## src/rtl/galaga_pkg.sv

```systemverilog
// Shared types and constants for the pause/dim control block.
// Holds the pause state enum and the default dim timeout.
package galaga_pkg;

    typedef enum logic [1:0] {
        RUN    = 2'd0,
        PAUSED = 2'd1,
        DIMMED = 2'd2
    } pause_state_t;

    // 10 s at 18 MHz
    localparam logic [31:0] DIM_CYCLES_DEFAULT = 32'h0ABA9500;

endpackage

```

## src/rtl/rise_detect.sv

```systemverilog
// Rising-edge detector for the user pause button.
// Ports: clk_sys, reset (sync, high), d (level in), rise (1-cycle pulse).
module rise_detect (
    input  logic clk_sys,
    input  logic reset,
    input  logic d,
    output logic rise
);

    logic d_q;
    // Set once d has been seen low after reset, so a button held
    // through reset never looks like a fresh press.
    logic armed;

    always_ff @(posedge clk_sys) begin
        if (reset) begin
            d_q   <= 1'b0;
            armed <= 1'b0;
        end else begin
            d_q   <= d;
            armed <= armed | ~d;
        end
    end

    assign rise = d & ~d_q & armed;

endmodule

```

## src/rtl/pause_dim_ctl.sv

```systemverilog
// User pause with timed screen dimming, plus external halt sources.
// In: clk_sys, reset, pause_btn, osd_status, osd_pause_en, hs_access,
//     ce_pix, blank, rgb_in[7:0]. Out: pause, dim, rgb_out[7:0].
module pause_dim_ctl
    import galaga_pkg::*;
#(
    parameter logic [31:0] DIM_CYCLES = DIM_CYCLES_DEFAULT
) (
    input  logic       clk_sys,
    input  logic       reset,
    input  logic       pause_btn,
    input  logic       osd_status,
    input  logic       osd_pause_en,
    input  logic       hs_access,
    input  logic       ce_pix,
    input  logic       blank,
    input  logic [7:0] rgb_in,
    output logic       pause,
    output logic       dim,
    output logic [7:0] rgb_out
);

    pause_state_t state;
    logic [31:0]  timer;
    logic         btn_rise;

    rise_detect u_rise (
        .clk_sys (clk_sys),
        .reset   (reset),
        .d       (pause_btn),
        .rise    (btn_rise)
    );

    // Only the user button drives the state and timer; hs_access and
    // the OSD just feed the pause output.
    always_ff @(posedge clk_sys) begin
        if (reset) begin
            state <= RUN;
            timer <= 32'd0;
            pause <= 1'b0;
            dim   <= 1'b0;
        end else begin
            pause <= hs_access
                   | (state != RUN)
                   | (osd_status & osd_pause_en);
            dim   <= (state == DIMMED);
            unique case (state)
                RUN: begin
                    timer <= 32'd0;
                    if (btn_rise)
                        state <= PAUSED;
                end
                PAUSED: begin
                    if (btn_rise) begin
                        state <= RUN;
                        timer <= 32'd0;
                    end else if (timer == DIM_CYCLES) begin
                        state <= DIMMED;
                    end else begin
                        timer <= timer + 32'd1;
                    end
                end
                DIMMED: begin
                    if (btn_rise) begin
                        state <= RUN;
                        timer <= 32'd0;
                    end
                end
                default: begin
                    state <= RUN;
                    timer <= 32'd0;
                end
            endcase
        end
    end

    // Dimming halves each RGB332 field on its own, no borrow across.
    always_ff @(posedge clk_sys) begin
        if (reset) begin
            rgb_out <= 8'h00;
        end else if (ce_pix) begin
            if (blank)
                rgb_out <= 8'h00;
            else if (dim)
                rgb_out <= {1'b0, rgb_in[7:6],
                            1'b0, rgb_in[4:3],
                            1'b0, rgb_in[1]};
            else
                rgb_out <= rgb_in;
        end
    end

endmodule

```

## config.mk

```make
export PLATFORM = sky130hd
export DESIGN_NAME = pause_dim_ctl
export DESIGN_NICKNAME = d
export VERILOG_FILES = /design/src/rtl/galaga_pkg.sv /design/src/rtl/rise_detect.sv /design/src/rtl/pause_dim_ctl.sv
export SDC_FILE = /design/constraint.sdc
export NUM_CORES = 1
export LEC_CHECK = 0
export CORE_MARGIN = 2
export CORE_UTILIZATION = 44
export DETAILED_ROUTE_END_ITERATION = 6
export PLACE_DENSITY = 0.71
export SETUP_SLACK_MARGIN = 0.5
export SLEW_MARGIN = 20
export SYNTH_ARGS = -nofsm -noshare
export SYNTH_HDL_FRONTEND = slang
export SYNTH_SLANG_ARGS = --single-unit
```

## constraint.sdc

```tcl
create_clock -name clk_sys -period 2.77 [get_ports clk_sys]
set_input_delay 0.6925 -clock clk_sys [delete_from_list [all_inputs] [get_ports clk_sys]]
set_output_delay 0.6925 -clock clk_sys [all_outputs]
set_load 0.01 [all_outputs]
```

==> results.ini, run 1 <==
[yosys]
yosys_warnings = 0
synth.most_common_cell = dfxtp_1
ys_types = 42
synthArstFlopShare = 0
synth-seq-area-share = 0.388
synth_flop_cell = dfxtp_1
synth_edf_count = 0
syn_nets = 306
synth_top_area_frac = 0.388
yosys.area.top_type = dfxtp_1
ys_top_cells_by_area = dfxtp_1 39%, nor2_1 4.9%, nand4_1 4.5%
synthCells = 288
syn_area_per_cell_um2 = 8.24
syn_area_um2 = 2370
synth_common_cells = 46 x dfxtp_1, 31 x nor2_1, 20 x a21oi_1
synth_seq_cells = 46

[route]
routedWlPerCell_um = 14.9
drtIter0Drc = 165
wirelength_um = 5810
ant_nets = 0
drc = 0
viasPerCell = 5.75
dr.pass1.iters = 4
num_vias = 2243

[power_and_ir_drop]
powerDensity_nw_per_um2 = 438
power_frac_comb = 0.066
p_int_w = 0.000985
p_leak_nw = 0.912
peakVddDrop_uv = 288
seqPwrFrac = 0.540
swShare = 0.217
p_clk_frac = 0.394
p_sw_w = 0.000273
fin_total_pwr_w = 0.00126

[timing]
drv_slew = 0
fmaxAchievable_ghz = 0.457
finalSetupViolCount = 0
rsz0062_at_grt = false
hold_violations = 0
fin_ws_ns = 0.581
worst_slew_pin_slew_ns = 0.476
skew_ns = 0.0128
finalCritPeriodShare = 0.790
max_slew_margin = 0.680
fin_setup_tns_ns = 0
post-route-min-period_ns = 2.19

[run_status]
status = finished, final reports clean

[clocking]
root_buffer = clkbuf_8
tritoncts = built
h-tree-depth = 2
clk_pin_slew_ns = 0.09
clock_latency_ns = 0.30
hold_buffers = 0
clk_path_buf_depth = 2
clock_sinks = 46
cts_made_buffers = 5

[final_layout]
multi_input_area_um2 = 1380
num_antenna_cells = 0
final_cell_count_no_fill = 390
seqCellArea_um2 = 921
area_delta_synth_final_pct = 20.9
nNetsFinal = 337
drive_gt1_frac = 0.100
fillCellCount = 471
final_cell_area_um2 = 2870

[setup_path]
rr_worst_depth = 7
crit_arrival_ns = 2.35
critPathLaunchType = flip-flop
reg2reg_to = timer[26]
crit_required_ns = 2.94
cp-end-kind = flip-flop
reg2reg_from = timer[0]
cp_max_fo = 8
r2r_slack_ns = 0.58
crit_type = reg2reg

[min_path]
hold_depth = 2
hold_start = rgb_out[1]
hold_end = rgb_out[1]
hp-class = reg2reg

[grt]
track_usage = 0.198
antenna_found_initial = 0
grt_pass1_wl_um = 9630
overflow = 0
grt_max_degree = 23
grt_pass1_vias = 1977

[die]
die_width_um = 77.4
core_area_um2 = 5170
die_h_um = 77.4
die_area_um2 = 6000
start_util = 0.459
pin_count = 26
num_rows = 26

[place]
hpwlAfterDp_um = 4210
port-buffer-count = 25
preCtsSetupSlack_ns = 0.0996
place_area_um2 = 2730
place_congestion = 0.851
post-place-cells = 380

[flow_run]
drv_cap = 0

[per-stage QoR]
stage | hold WS (ns) | utilization
after floorplan | 0.434 | -
after global placement | 0.452 | 0.528
after detailed placement | 0.459 | 0.528
after CTS | 0.473 | 0.551
after global routing | 0.491 | 0.555
final | 0.471 | 0.555
[worst max path at each step]
| stage | slack, ns | from | endpoint |
|---|---|---|---|
| 2_1_floorplan | 0.78 | reset | timer[23] |
| 3_3_place_gp | 0.21 | pause_btn | timer[23] |
| 3_5_place_dp | 0.1 | pause_btn | timer[23] |
| 4_1_cts | 0.49 | pause_btn | timer[23] |
| 5_1_grt | 0.50 | timer[14] | timer[31] |
| 6_report | 0.58 | timer[0] | timer[26] |
[per-layer routing]
layer	part of all wire	global-route usage
met2	0.43	0.283
met1	0.48	0.290
met3	0.078	0.0419
met5	0	0
met4	0.018	0.0750
[critical path, cell delays in order (launching register included)]
cell      delay [ns]
dfxtp_1         0.36
inv_1           0.10
ha_1            0.19
nor4bb_1        0.30
nand4_1         0.20
or4_4           0.59
nand2_1         0.16
o311ai_0        0.15
[cell families after synthesis]
group | count (synthesis) | share of synthesized area
simple gates | 153 | 0.377
xor+xnor | 12 | 0.0443
compound gates | 48 | 0.118
buf+inv | 21 | 0.0343
fa+ha+maj | 2 | 0.0105
mux | 6 | 0.0279
flops | 46 | 0.388
[power by group through the flow]
stage	combinational, W	sequential, W	clock, W
floorplan	0.0000349	0.000695	0
global placement	0.0000798	0.000694	0
detailed placement	0.0000812	0.000695	0
CTS	0.0000819	0.000679	0.000507
global route	0.0000911	0.000681	0.000545
finish	0.0000830	0.000680	0.000496
[what timing repair did]
item	4_1_cts	5_1_grt
setup endpoints to repair	6	10
resized for setup	3	2
pin swaps	0	3
setup buffers	0	2
[layout by cell type (no fill, tap or decap), types with 6 or more instances in the layout]
| cell | instances |
|---|---|
| clkdlybuf4s50_1 | 24 |
| nor4bb_1 | 6 |
| o21ai_0 | 14 |
| or3_1 | 11 |
| buf_4 | 11 |
| dfxtp_1 | 46 |
| nor3_1 | 6 |
| nor4_1 | 10 |
| nor2_1 | 31 |
| or4_1 | 7 |
| nand2b_1 | 9 |
| inv_1 | 9 |
| nand2_1 | 14 |
| nand4_1 | 17 |
| nor2b_1 | 7 |
| a21oi_1 | 20 |
| xnor2_1 | 8 |
| nand3_1 | 19 |
[registers in the layout, indices dropped and copies added (netlist names)]
register	count
u_rise.d_q	1
pause	1
state	2
dim	1
timer	32
u_rise.armed	1
rgb_out	8
[layout make-up]
type                            count  area share
Sequential cell                    46       0.321
Multi-Input combinational cell    221       0.482
Clock buffer                        5      0.0240
Inverter                            9      0.0118
Timing Repair Buffer               36       0.117
Tap cell                           70      0.0305
Clock inverter                      3      0.0139
Power figures use the tool's default switching activity.
==> inputs of run 2 (changes only) <==
--- a/config.mk
+++ b/config.mk
@@ -8,7 +8,7 @@
 export CORE_MARGIN = 2
 export CORE_UTILIZATION = 44
 export DETAILED_ROUTE_END_ITERATION = 6
-export PLACE_DENSITY = 0.71
+export PLACE_DENSITY = 0.73
 export SETUP_SLACK_MARGIN = 0.5
 export SLEW_MARGIN = 20
 export SYNTH_ARGS = -nofsm -noshare
==> constraint.sdc (replaced) <==
create_clock -name clk_sys -period 2 [get_ports clk_sys]
set_input_delay 0.5 -clock clk_sys [delete_from_list [all_inputs] [get_ports clk_sys]]
set_output_delay 0.5 -clock clk_sys [all_outputs]
set_load 0.01 [all_outputs]
==> results.ini, run 2 (synthesis results as in run 1) <==
[grt]
busiest_layer = met2
antenna_found_initial = 0  ; unchanged
grt_pass1_wl_um = 11700  ; +22%
gr-usage-met1 = 0.312  ; +0.0223
grt_max_degree = 23  ; unchanged
overflow = 0  ; unchanged
track_usage = 0.243  ; +0.0454
use_met3 = 0.0430  ; +0.00116
grt.met2_usage = 0.404  ; +0.122
grt_pass1_vias = 2420  ; +22%

[timing]
rsz0062_at_grt = true
max_slew_margin = 0.736  ; +0.0555
drv_slew = 0  ; unchanged
fin_setup_tns_ns = 0  ; unchanged
hold_violations = 0  ; unchanged
fin_ws_ns = 0.0577  ; -0.524 ns
finalSetupViolCount = 0  ; unchanged
skew_ns = 0.00668  ; -0.00617 ns
worst_slew_pin_slew_ns = 0.393  ; -0.0832 ns
finalCritPeriodShare = 0.971  ; +0.181
post-route-min-period_ns = 1.94  ; -0.246 ns
fmaxAchievable_ghz = 0.515  ; +13%

[place]
hpwlAfterDp_um = 4710  ; +12%
preCtsSetupSlack_ns = -0.285  ; -0.384 ns
place_congestion = 0.835  ; -1.8%
port-buffer-count = 25  ; unchanged

[final_layout]
nNetsFinal = 392  ; +16%
num_antenna_cells = 0  ; unchanged
largest_reg_flops = 32  ; unchanged
final_cell_mix = 55 x buf_4, 28 x nor2_1, 20 x dfxtp_1
drive_gt1_frac = 0.416  ; +0.316
fillCellCount = 381  ; -19%
area_delta_synth_final_pct = 55.5
multi_input_area_um2 = 1710  ; +24%
final_common_cell = buf_4
reg_top3 = timer: 32 flops, rgb_out: 8 flops, state: 2 flops
seqCellArea_um2 = 986  ; +7.1%
top_register = timer

[die]
die_area_um2 = 6000  ; unchanged
die_h_um = 77.4  ; unchanged
pin_count = 26  ; unchanged
core_area_um2 = 5170  ; unchanged
num_rows = 26  ; unchanged
start_util = 0.459  ; unchanged
die_width_um = 77.4  ; unchanged

[setup_path]
cpLargestDelayFamily = simple AND/OR/NAND/NOR gates
r2r_slack_ns = 0.06  ; -0.52 ns
crit_path_top_delay_cell = or4_1
cp_max_fo = 6  ; -2
crit_required_ns = 2.23  ; -0.71 ns
crit_arrival_ns = 2.17  ; -0.18 ns
critPathLaunchType = flip-flop
path_cells = nand4_4, or2_1, or4_1, or3_1, a21oi_1
critical_path_buf_inv_count = 0  ; -1
crit_type = reg2reg
max_stage_delay_ns = 0.52  ; -0.07 ns
cp-end-kind = flip-flop

[power_and_ir_drop]
p_leak_nw = 1.36  ; +49%
powerDensity_nw_per_um2 = 451  ; +2.8%
fin_total_pwr_w = 0.00166  ; +32%
peakVddDrop_uv = 355  ; +23%

[flow_run]
drv_cap = 0  ; unchanged

[clocking]
clock_sinks = 46  ; unchanged
root_buffer = clkbuf_8
h-tree-depth = 2  ; unchanged
hold_buffers = 0  ; unchanged
clk_pin_slew_ns = 0.09  ; about the same
tritoncts = built
clock_latency_ns = 0.31  ; about the same
cts_made_buffers = 5  ; unchanged
clk_path_buf_depth = 2  ; unchanged

[route]
dr.pass1.iters = 5  ; +1
wirelength_um = 7430  ; +28%
drtIter0Drc = 171  ; +3.6%
viasPerCell = 5.86  ; +1.9%
ant_nets = 0  ; unchanged
routedWlPerCell_um = 16.7  ; +12%
num_vias = 2609  ; +16%
drc = 0  ; unchanged

[run_status]
status = finished, final reports clean

[min_path]
hp-class = reg2reg

[run 2: repair_timing]
item	in CTS	in global routing
pin swaps	11	20
setup buffers	17	14
setup endpoints to repair	44	33
hold endpoints to repair	0	0
resized for setup	55	43
[run 2: routing by layer]
metal,vias up,routed length (um)
met4,0,201
met5,-,0
met1,1249,3260
met2,95,3610
li1,1241,-
met3,24,363
[run 2: final timing paths]
path | startpoint | to | cells after the start
hold / removal | rgb_out[4] | rgb_out[4] | 2
setup / recovery | timer[4] | timer[12] | 5
setup reg to reg | timer[4] | timer[12] | 5
hold reg to reg | rgb_out[4] | rgb_out[4] | 2
[run 2: through the flow]
| stage | std cells | cell area, um2 | utilization | hold WS [ns] |
|---|---|---|---|---|
| after floorplan | 288 | 2510 | - | 0.434 |
| after global routing | 445 | 3690 | 0.714 | 0.497 |
| after detailed placement | 406 | 3060 | 0.591 | 0.457 |
| final | 445 | 3690 | 0.714 | 0.472 |
| after CTS | 431 | 3410 | 0.659 | 0.469 |
| after global placement | 406 | 3060 | 0.591 | 0.453 |
[run 2: layout make-up]
class,count,share of cell area
Clock buffer,7,0.0234
Clock inverter,1,0.00136
Inverter,9,0.00983
Multi-Input combinational cell,221,0.464
Sequential cell,46,0.267
Tap cell,70,0.0237
Timing Repair Buffer,91,0.211
[run 2: power by group]
group	internal [W]	leakage [nW]	switching [W]
clock network	0.000280	0.0482	0.000328
registers	0.000912	0.390	0.00000789
logic	0.0000765	0.923	0.0000607
total	0.00127	1.36	0.000397
[run 2: worst min-delay path: cells and delay by family (launching register included)]
kind | cells | cell delay [ns]
AND/OR/NAND/NOR | 1 | 0.06
AO/OA/AOI/OAI | 1 | 0.05
flip-flops | 1 | 0.32
